**src/rtl/cmp_sort4_ctrl.sv**
```systemverilog
// cmp_sort4_ctrl: four-element sorter sharing one 8-bit comparator across a six-step bubble network
module cmp_8b (
  input  logic [7:0] a,
  input  logic [7:0] b,
  output logic       lt,
  output logic       eq,
  output logic       gt
);
  assign lt = a < b;
  assign eq = a == b;
  assign gt = a > b;
endmodule

module cmp_sort4_ctrl #(
  parameter int DATA_W = 8,
  parameter int N_ELEM = 4
) (
  input  logic                     clk,
  input  logic                     rst_n,
  input  logic                     start,
  input  logic                     desc,
  input  logic [DATA_W*N_ELEM-1:0] din,
  output logic [DATA_W*N_ELEM-1:0] dout,
  output logic                     busy,
  output logic                     done,
  output logic [2:0]               swaps
);
  typedef enum logic [1:0] {IDLE, SORT, DONE} state_t;
  state_t state_q, state_d;
  logic [2:0] step_q, step_d, cnt_q, cnt_d, swaps_q, swaps_d;
  logic [N_ELEM-1:0][DATA_W-1:0] elem_q, elem_d;
  logic [DATA_W*N_ELEM-1:0] dout_q, dout_d;
  logic desc_q, desc_d, busy_q, busy_d, done_q, done_d;
  logic [1:0] idx;
  logic lt, eq, gt, swap;
  // step -> lower index of the pair: (0,1),(1,2),(2,3),(0,1),(1,2),(0,1)
  assign idx = (step_q == 3'd1 || step_q == 3'd4) ? 2'd1 : (step_q == 3'd2) ? 2'd2 : 2'd0;
  cmp_8b u_cmp (
    .a  (elem_q[idx]),
    .b  (elem_q[idx + 2'd1]),
    .lt (lt),
    .eq (eq),
    .gt (gt)
  );
  // ties never exchange, keeping the sort stable
  assign swap = !eq && (desc_q ? lt : gt);
  always_comb begin
    state_d = state_q;
    step_d  = step_q;
    elem_d  = elem_q;
    desc_d  = desc_q;
    cnt_d   = cnt_q;
    dout_d  = dout_q;
    swaps_d = swaps_q;
    done_d  = 1'b0;
    if (state_q == IDLE && start) begin
      state_d = SORT;
      elem_d  = din;
      desc_d  = desc;
      cnt_d   = 3'd0;
      step_d  = 3'd0;
    end else if (state_q == SORT) begin
      if (swap) begin
        elem_d[idx]        = elem_q[idx + 2'd1];
        elem_d[idx + 2'd1] = elem_q[idx];
        cnt_d              = cnt_q + 3'd1;
      end
      step_d = step_q + 3'd1;
      if (step_q == 3'd5) begin
        state_d = DONE;
        step_d  = 3'd0;
        done_d  = 1'b1;
        dout_d  = elem_d;
        swaps_d = cnt_d;
      end
    end else if (state_q == DONE) begin
      state_d = IDLE;
    end
    busy_d = state_d == SORT;
  end
  always_ff @(posedge clk or negedge rst_n) begin
    if (!rst_n) begin
      state_q <= IDLE;
      step_q  <= '0;
      elem_q  <= '0;
      desc_q  <= 1'b0;
      cnt_q   <= '0;
      dout_q  <= '0;
      swaps_q <= '0;
      busy_q  <= 1'b0;
      done_q  <= 1'b0;
    end else begin
      state_q <= state_d;
      step_q  <= step_d;
      elem_q  <= elem_d;
      desc_q  <= desc_d;
      cnt_q   <= cnt_d;
      dout_q  <= dout_d;
      swaps_q <= swaps_d;
      busy_q  <= busy_d;
      done_q  <= done_d;
    end
  end
  assign dout  = dout_q;
  assign busy  = busy_q;
  assign done  = done_q;
  assign swaps = swaps_q;
endmodule

```
**config.mk**
```make
export PLATFORM = sky130hd
export DESIGN_NAME = cmp_sort4_ctrl
export DESIGN_NICKNAME = d
export VERILOG_FILES = /design/src/rtl/cmp_sort4_ctrl.sv
export SDC_FILE = /design/constraint.sdc
export NUM_CORES = 1
export LEC_CHECK = 0
export ABC_AREA = 1
export BUFFER_PORTS_ARGS = -buffer_cell sky130_fd_sc_hd__buf_2
export CORE_MARGIN = 2
export CORE_UTILIZATION = 40
export CTS_BUF_LIST = sky130_fd_sc_hd__clkbuf_16
export DETAILED_ROUTE_END_ITERATION = 7
export PLACE_DENSITY = 0.7
export SYNTH_ARGS = -nofsm -noshare
export SYNTH_HDL_FRONTEND = slang
export SYNTH_SLANG_ARGS = --single-unit
```
**constraint.sdc**
```tcl
create_clock -name clk -period 3.1 [get_ports clk]
set_input_delay 0.465 -clock clk [delete_from_list [all_inputs] [get_ports clk]]
set_output_delay 0.465 -clock clk [all_outputs]
set_load 0.02 [all_outputs]
```
==> results.sh, run 1 <==
export IMPL_synthTopCellsByCount="nand2_1, nor2_1, nand3_1, dfrtp_1, a31oi_1"
export IMPL_slew_headroom_pct=33.95
export IMPL_synthXorXnorAreaFrac_pct=0.3658
export IMPL_critPathKind="reg2reg"
export IMPL_syn_num_nets=753
export IMPL_num_vias=4831
export IMPL_numPortBuffers=72
export IMPL_clock_latency_ns=0.34
export IMPL_grt_pass1_wl_um=22610
export IMPL_p_int_mw=3.875
export IMPL_grt_overflow_total=0
export IMPL_synth_simple_area_share_pct=40.03
export IMPL_synth_fa_ha_area_share_pct=2.352
export IMPL_syn2layout_area_growth_pct=20.20
export IMPL_cts_root_buffer="clkbuf_16"
export IMPL_crit_path_max_fanout=29
export IMPL_worstHoldPathType="in2async"
export IMPL_power_share_switching_pct=50.66
export IMPL_startpoint_type="flop"
export IMPL_path_buf_inv=4
export IMPL_cts_inserted_buffers=9
export IMPL_drt_vias_per_instance=5.234
export IMPL_cap_violations=0
export IMPL_postCtsHoldBufs=0
export IMPL_antenna_found_initial=0
export IMPL_clkSinkCount=78
export IMPL_finalCriticalPeriod_ns=2.858
export IMPL_ys_types=29
export IMPL_critPathTopFamily="simple AND/OR/NAND/NOR gates"
export IMPL_cts_tree="yes"
export IMPL_gp_congestion=0.9291
export IMPL_place_inst=900
export IMPL_p_switching_mw=3.979
export IMPL_drc=0
export IMPL_core_area_um2=11560
export IMPL_p_leak_nw=3.001
export IMPL_crit_chain="inv_4 > nand2_2 > nor2_4 > buf_12 > nor2_8 > buf_4 > nand2_1 > nand3_1 > ha_1 > a21o_1 > nor2_2 > nand2_1 > nand2_1 > nand3_2 > buf_12 > o21ai_0 > o21ai_0"
export IMPL_power_frac_comb_pct=64.2
export IMPL_syn_avg_cell_area_um2=6.763
export IMPL_gr_usage_all_layers_pct=21.77
export IMPL_netlist_top_cells_area="dfrtp_1, nand2_1, nand3_1"
export IMPL_clockBufferDepth=2
export IMPL_ys_seq_area_share_pct=40.76
export IMPL_finalSetupViolations=0
export IMPL_syn_inst=708
export IMPL_cp_required_ns=3.31
export IMPL_io_pin_count=73
export IMPL_ir_worst_vdd_mv=1.087
export IMPL_wire_per_inst_um=14.39
export IMPL_slowest_delay_ns=0.44
export IMPL_fin_worst_skew_ns=0.01048
export IMPL_grt_max_degree=79
export IMPL_die_h_um=113.4
export IMPL_fin_tns_setup_ns=0
export IMPL_wirelength_um=13280
export IMPL_synthArstFlopShare_pct=100.0
export IMPL_powerDensity_nw_per_um2=1365
export IMPL_cp_arrival_ns=3.07
export IMPL_max_freq_ghz=0.3499
export IMPL_synth_compound_area_share_pct=10.19
export IMPL_nNetsFinal=821
export IMPL_synth_mux_area_share_pct=0
export IMPL_num_rows=39
export IMPL_synth_top_area_share_pct=40.76
export IMPL_first_pass_iters=5
export IMPL_initial_core_util_pct=41.40
export IMPL_n_antenna_cell=0
export IMPL_htree_levels=3
export IMPL_critical_path_slowest_cell="dfrtp_2"
export IMPL_yosysMostFrequentCell="nand2_1"
export IMPL_synth_warnings=0
export IMPL_die_area_um2=12860
export IMPL_synth_edff_count=0
export IMPL_status="finished clean"
export IMPL_stdcell_count=923
export IMPL_hold_violations=0
export IMPL_endpoint_kind="flop"
export IMPL_drt_iter0_markers=421
export IMPL_synth_ff_type="dfrtp_1"
export IMPL_ant_nets=0
export IMPL_final_layout_size_suffix_gt1_share_pct=16.28
export IMPL_fin_crit_sh_pct=92.18
export IMPL_seq_power_share_pct=21.8
export IMPL_crit_top_cell="nand2_1"
export IMPL_grt_pass1_vias=4652
export IMPL_power_share_clock_pct=14.1
export IMPL_die_w_um=113.4
export IMPL_synth_top_family_by_area="simple AND/OR/NAND/NOR gates"
export IMPL_hpwl_um=9194
export IMPL_path_clk_slew_ns=0.06
export IMPL_slew_violations=0
export IMPL_yosysTopAreaCell="dfrtp_1"
export IMPL_syn_area_um2=4788
export IMPL_worstMarginPinSlew_ns=0.9907
export IMPL_ys_ff_latch=78
[metrics by stage]
step	hold slack [ns]	util (%)	setup slack (ns)	total power [mW]	instance area [µm²]
2_1_floorplan	0.1694	-	0.4263	5.075	4788
3_3_place_gp	0.4755	46.12	0.2543	6.512	5334
3_5_place_dp	0.4774	46.12	0.1789	6.533	5334
4_1_cts	0.3354	48.74	0.1455	7.659	5637
5_1_grt	0.3727	49.77	-0.02519	8.624	5756
6_report	0.2669	49.77	0.2423	7.854	5756
[layout by cell type (no fill, tap or decap), types with 4 or more instances in the layout]
cell,netlist,final
a21oi_1,10,10
inv_1,30,29
o211ai_1,6,6
nor2_4,2,4
nand2_1,263,262
nand4_1,4,4
nand3_1,86,85
a31oi_1,32,32
buf_4,2,17
ha_1,9,9
o21ai_1,4,4
buf_12,0,5
dfrtp_1,78,76
o21ai_0,22,22
a21boi_0,4,4
nor2_1,105,102
clkbuf_16,0,9
inv_2,4,4
buf_2,13,71
[area by class of cell]
| cell class | count | area [µm²] |
|---|---|---|
| repair buffers | 94 | 594.3 |
| clock buffers | 9 | 225.2 |
| flip-flops and latches | 78 | 1954 |
| inverters | 34 | 130.1 |
| well taps | 143 | 178.9 |
| multi-input cells | 559 | 2595 |
| clock inverters | 6 | 77.57 |
| fillers | 1170 | 5809 |
[per-layer routing]
metal  track usage (%)  wire length, µm  vias to the layer above
met2             34.53             6167                      164
met3             4.304              701                       20
li1                  -                -                     2444
met5                 0                0                        -
met1             30.45             6189                     2203
met4             6.260              219                        0
[power groups by stage]
stage	sequential, mW	combinational [mW]	clock (mW)
floorplan	1.96	3.12	0
global placement	1.71	4.81	0
detailed placement	1.72	4.82	0
CTS	1.70	4.84	1.12
global route	1.76	5.69	1.18
finish	1.71	5.04	1.10
[registers in the layout, summed over array words and instances, names as in the netlist]
register and flops:
dout 32, cnt_q 3, state_q 2, elem_q 32, swaps 3, desc_q 1
step_q 3, done 1, busy 1
[repair_timing]
action | in CTS | in global routing
setup buffers | 0 | 7
hold endpoints to repair | 0 | 0
resized for setup | 0 | 11
setup endpoints to repair | 0 | 70
[cell families after synthesis]
group / after synthesis
fa+ha+maj: 9
xor+xnor: 2
buf+inv: 72
flops: 78
compound gates: 82
simple gates: 465
[worst register-to-register path, stage by stage, from the launching register on]
cell and delay, ns:
dfrtp_2 0.44, inv_4 0.09, nand2_2 0.07, nor2_4 0.23, buf_12 0.16, nor2_8 0.05
buf_4 0.15, nand2_1 0.07, nand3_1 0.08, ha_1 0.32, a21o_1 0.17, nor2_2 0.14
nand2_1 0.09, nand2_1 0.07, nand3_2 0.10, buf_12 0.19, o21ai_0 0.21, o21ai_0 0.11
[final timing paths]
| kind | startpoint | end | slack, ns | cells after the start |
|---|---|---|---|---|
| setup / recovery | step_q[0] | cnt_q[1] | 0.24 | 17 |
| hold / removal | rst_n | done | 0.27 | 1 |
| setup reg to reg | step_q[0] | cnt_q[1] | 0.24 | 17 |
| hold reg to reg | swaps[0] | swaps[0] | 0.49 | 2 |
| max in group asynchronous | rst_n | dout[24] | 2.16 | 1 |
| min in group clk | desc | desc_q | 0.38 | 3 |
No activity file was read; power rests on OpenSTA's default activity.
==> run 2, diff against run 1 <==
Settings changed: CORE_UTILIZATION 40 to 58, PLACE_DENSITY 0.7 to 0.91.
==> results.sh, run 2 (synthesis gave the netlist of run 1 again) <==
export IMPL_cp_required_ns=3.37
export IMPL_clkSinkCount=78
export IMPL_fin_worst_skew_ns=0.006631
export IMPL_powerDensity_nw_per_um2=1387
export IMPL_grt_pass1_wl_um=22160
export IMPL_n_fill_cell=690
export IMPL_path_clk_slew_ns=0.06
export IMPL_crit_top_cell="nand2_1"
export IMPL_worstMarginPinSlew_ns=0.9653
export IMPL_worst_r2r_endpoint="cnt_q[2]"
export IMPL_clock_latency_ns=0.34
export IMPL_critical_path_startpoint="step_q[0]"
export IMPL_die_area_um2=8998
export IMPL_cts_inserted_buffers=9
export IMPL_reg2reg_slack_ns=0.23
export IMPL_initial_core_util_pct=59.17
export IMPL_drt_iter0_markers=388
export IMPL_die_w_um=94.86
export IMPL_power_share_switching_pct=51.48
export IMPL_postCtsHoldBufs=0
export IMPL_power_share_clock_pct=13.9
export IMPL_cts_tree="yes"
export IMPL_finalCriticalPeriod_ns=2.868
export IMPL_fin_crit_sh_pct=92.52
export IMPL_core_area_um2=8093
export IMPL_num_rows=33
export IMPL_die_h_um=94.86
export IMPL_fin_util_pct=70.52
export IMPL_num_vias=5122
export IMPL_n_antenna_cell=0
export IMPL_grt_max_degree=79
export IMPL_startpoint_type="flop"
export IMPL_nNetsFinal=826
export IMPL_critPathKind="reg2reg"
export IMPL_p_int_mw=3.840
export IMPL_crit_path_max_fanout=29
export IMPL_cts_root_buffer="clkbuf_16"
export IMPL_endpoint_kind="flop"
export IMPL_power_frac_comb_pct=64.4
export IMPL_worstHoldPathType="in2async"
export IMPL_cap_violations=0
export IMPL_wire_per_inst_um=15.43
export IMPL_drt_vias_per_instance=5.762
export IMPL_status="finished clean"
export IMPL_final_layout_size_suffix_gt1_share_pct=16.84
export IMPL_finalPower_mw=7.914
export IMPL_slowest_delay_ns=0.46
export IMPL_wirelength_um=13720
export IMPL_clockBufferDepth=2
export IMPL_seq_power_share_pct=21.7
export IMPL_p_leak_nw=3.008
export IMPL_hold_violations=0
export IMPL_cp_arrival_ns=3.14
export IMPL_antenna_found_initial=0
export IMPL_r2r_start="step_q[0]"
export IMPL_finalSetupViolations=0
export IMPL_drc=0
export IMPL_grt_overflow_total=0
export IMPL_reg2regPathDepth=21
export IMPL_slew_violations=0
export IMPL_gr_usage_all_layers_pct=31.33
export IMPL_slew_headroom_pct=35.64
export IMPL_gp_congestion=0.9303
export IMPL_first_pass_iters=6
export IMPL_final_cell_mix="nand2_1, nor2_1, nand3_1, dfrtp_1, buf_2"
export IMPL_crit_path_end="cnt_q[2]"
export IMPL_io_pin_count=73
export IMPL_critical_path_slowest_cell="dfrtp_2"
export IMPL_syn2layout_area_growth_pct=19.18
export IMPL_ir_worst_vdd_mv=0.9456
export IMPL_fin_tns_setup_ns=0
export IMPL_numPortBuffers=72
export IMPL_ant_nets=0
export IMPL_htree_levels=3
export IMPL_crit_chain="inv_4 > nand2_2 > nor2_4 > buf_12 > buf_4 > buf_4 > nand2_1 > o211ai_1 > ha_1 > nand2_1 > nand2_1 > nand2_1 > nand2_1 > nand2_2 > nand2_1 > nand2_1 > nand3_2 > buf_12 > o21ai_0 > nand2_1 > nand2_1"
export IMPL_max_freq_ghz=0.3487
export IMPL_p_switching_mw=4.074
export IMPL_hpwl_um=9343
export IMPL_layout_commonest_cell="nand2_1"
export IMPL_grt_pass1_vias=4610
[run 2: metal layers]
layer	part of all wire (%)	GRT usage, %	up-vias
met3	6.7	3.990	26
met5	0	0	-
li1	-	-	2451
met1	42	42.50	2425
met4	1.9	10.51	0
met2	49	51.95	220
[run 2: worst min-delay path by stage]
stage | startpoint | to | slack, ns | cells past startpoint
2_1_floorplan | rst_n | busy | 0.17 | 0
3_3_place_gp | swaps[0] | swaps[0] | 0.46 | 2
3_5_place_dp | swaps[2] | swaps[2] | 0.47 | 2
4_1_cts | rst_n | dout[1] | 0.33 | 1
5_1_grt | rst_n | dout[15] | 0.40 | 1
6_report | rst_n | dout[1] | 0.30 | 1
[run 2: stage by stage]
step           instances  worst slack (ns)  hold WS [ns]  cell area, µm²
3_5_place_dp         866           0.05905        0.4677            5279
4_1_cts              880           0.03234        0.3341            5580
5_1_grt              889         -0.003378        0.3980            5707
6_report             889            0.2319        0.2951            5707
2_1_floorplan        708            0.4263        0.1694            4788
3_3_place_gp         866            0.1829        0.4573            5279
[run 2: final cells by class]
cell class	instances	area [µm²]	share of cell area (%)
multi-input cells	559	2595	45.47
flip-flops and latches	78	1954	34.25
repair buffers	99	594.3	10.41
clock buffers	9	225.2	3.947
well taps	105	131.4	2.302
inverters	34	130.1	2.280
clock inverters	5	76.32	1.337
[run 2: power groups by stage]
| stage | logic, mW | clock network, mW | registers (mW) |
|---|---|---|---|
| floorplan | 3.12 | 0 | 1.96 |
| global placement | 4.61 | 0 | 1.69 |
| detailed placement | 4.75 | 0 | 1.71 |
| CTS | 4.80 | 1.10 | 1.70 |
| global route | 5.65 | 1.14 | 1.76 |
| finish | 5.10 | 1.10 | 1.72 |
[run 2: repair_timing]
item / 4_1_cts / 5_1_grt
endpoints found under the setup margin: 0 / 70
gates resized for setup: 0 / 11
buffers inserted: 0 / 8
[run 2: critical path, delay by kind of cell, from the launching register on]
kind                       cells  cell delay (ns)
DFF                            1             0.46
AOI/OAI and AO/OA              2             0.34
adders and majority gates      1             0.28
and+or+nand+nor               13             1.04
buffers and inverters          5             0.68
==> run 3, diff against run 2 <==
Settings changed: CORE_UTILIZATION 58 to 53, PLACE_DENSITY 0.91 to 0.85.
Clock period 3.1 ns to 3.5 ns, I/O delays scaled along.
==> results.sh, run 3 (synthesis gave the netlist of run 1 again) <==
export IMPL_worst_slack_ns=0.3517
export IMPL_seq_power_share_pct=23.3
export IMPL_cap_violations=0
export IMPL_p_switching_mw=3.423
export IMPL_finalSetupViolations=0
export IMPL_power_share_clock_pct=12.5
export IMPL_cts_root_buffer="clkbuf_16"
export IMPL_crit_path_max_fanout=28
export IMPL_wire_per_inst_um=14.53
export IMPL_num_vias=4940
export IMPL_postCtsHoldBufs=0
export IMPL_p_leak_nw=2.927
export IMPL_power_share_switching_pct=52.88
export IMPL_path_clk_slew_ns=0.06
export IMPL_r2r_start="step_q[1]"
export IMPL_core_area_um2=8721
export IMPL_final_layout_size_suffix_gt1_share_pct=14.51
export IMPL_grt_pass1_wl_um=22100
export IMPL_wl_met2_um=6068
export IMPL_max_freq_ghz=0.3176
export IMPL_final_cell_mix="nand2_1, nor2_1, nand3_1, dfrtp_1, buf_2"
export IMPL_wl_met1_um=5474
export IMPL_top_layer_used="met4"
export IMPL_status="finished clean"
export IMPL_powerDensity_nw_per_um2=1175
export IMPL_clock_latency_ns=0.33
export IMPL_io_pin_count=73
export IMPL_stdcell_count=880
export IMPL_post_cts_resized=0
export IMPL_fin_crit_sh_pct=89.95
export IMPL_cp_arrival_ns=3.36
export IMPL_power_frac_comb_pct=64.2
export IMPL_first_pass_iters=5
export IMPL_grt_overflow_total=0
export IMPL_cts_tree="yes"
export IMPL_rsz0062_at_grt="no"
export IMPL_numPortBuffers=72
export IMPL_fin_tns_setup_ns=0
export IMPL_gp_congestion=0.9549
export IMPL_grt_max_degree=79
export IMPL_cts_inserted_buffers=9
export IMPL_die_w_um=99.05
export IMPL_n_antenna_cell=0
export IMPL_die_area_um2=9811
export IMPL_num_rows=34
export IMPL_initial_core_util_pct=54.91
export IMPL_place_inst=861
export IMPL_met3_length_um=945
export IMPL_htree_levels=3
export IMPL_ant_nets=0
export IMPL_die_h_um=99.05
export IMPL_gr_usage_all_layers_pct=27.41
export IMPL_ir_worst_vdd_mv=0.9447
export IMPL_p_int_mw=3.050
export IMPL_finalCriticalPeriod_ns=3.148
export IMPL_drt_iter0_markers=337
export IMPL_clockBufferDepth=2
export IMPL_startpoint_type="flop"
export IMPL_antenna_found_initial=0
export IMPL_clkSinkCount=78
export IMPL_syn2layout_area_growth_pct=15.00
export IMPL_drt_vias_per_instance=5.614
export IMPL_wirelength_um=12780
export IMPL_hpwl_um=8812
export IMPL_critPathKind="reg2reg"
export IMPL_grt_pass1_vias=4832
export IMPL_layout_commonest_cell="nand2_1"
export IMPL_nNetsFinal=814
export IMPL_slew_headroom_pct=30.18
export IMPL_cts_setup_buffers=0
export IMPL_drc=0
export IMPL_fin_worst_skew_ns=0.006602
export IMPL_hold_violations=0
export IMPL_endpoint_kind="flop"
export IMPL_slew_violations=0
export IMPL_critical_path_startpoint="step_q[1]"
export IMPL_worstMarginPinSlew_ns=1.046
export IMPL_place_ws_ns=0.3656
export IMPL_worstHoldPathType="in2async"
export IMPL_cp_required_ns=3.71
[run 3: cell types whose count changed in the layout (fill, tap and decap cells not counted), sizes merged]
cell,delta
buf,-11
clkinvlp,-1
bufinv,-2
clkinv,+1
nand2,-1
inv,+2
[run 3: worst max-delay path, stage by stage (launching register included)]
cell     delay, ns
dfrtp_1       0.42
inv_1         0.16
nand3_1       0.15
nand2_4       0.30
nor2_8        0.09
buf_4         0.18
nand2_1       0.09
nand3_1       0.08
ha_1          0.32
a21o_1        0.16
nor2_1        0.21
nand2_1       0.11
nand2_1       0.08
nand3_2       0.08
buf_4         0.24
nand2_1       0.11
nand3_1       0.08
nand2_1       0.11
nand2_1       0.05
[run 3: layout make-up]
| type | instances | area (µm²) |
|---|---|---|
| flip-flops and latches | 78 | 1952 |
| clock inverters | 5 | 21.27 |
| multi-input cells | 558 | 2550 |
| clock buffers | 9 | 225.2 |
| repair buffers | 88 | 495.5 |
| inverters | 34 | 127.6 |
| well taps | 108 | 135.1 |
| fillers | 791 | 3214 |
[run 3: metrics by stage]
stage / cell area [µm²] / hold WS (ns) / util, % / power (mW)
floorplan: 4788 / 0.2294 / - / 4.495
global placement: 5210 / 0.4558 / 59.74 / 5.450
detailed placement: 5210 / 0.4650 / 59.74 / 5.574
CTS: 5456 / 0.4058 / 62.57 / 6.402
global route: 5507 / 0.4511 / 63.14 / 7.079
finish: 5507 / 0.3394 / 63.14 / 6.472
[run 3: power groups by stage]
stage                     Sequential, mW  Clock, mW  Combinational [mW]
final                               1.51      0.809                4.15
after global routing                1.55      0.848                4.68
after CTS                           1.50      0.818                4.08
after detailed placement            1.52          0                4.06
after global placement              1.50          0                3.96
after floorplan                     1.74          0                2.76
[run 3: final timing paths]
| path | end | slack [ns] | depth (start not counted) |
|---|---|---|---|
| worst max-delay path | elem_q[6] | 0.35 | 18 |
| worst min-delay path | dout[15] | 0.34 | 1 |
| worst max register to register | elem_q[6] | 0.35 | 18 |
| worst min register to register | swaps[0] | 0.48 | 2 |
| max in group asynchronous | step_q[0] | 2.48 | 1 |
| min in group clk | desc_q | 0.44 | 3 |
[run 3: layer usage]
layer / vias up / GRT usage (%)
met5: - / 0
met4: 0 / 10.54
met3: 25 / 4.965
met2: 208 / 45.17
met1: 2286 / 36.03
li1: 2421 / -
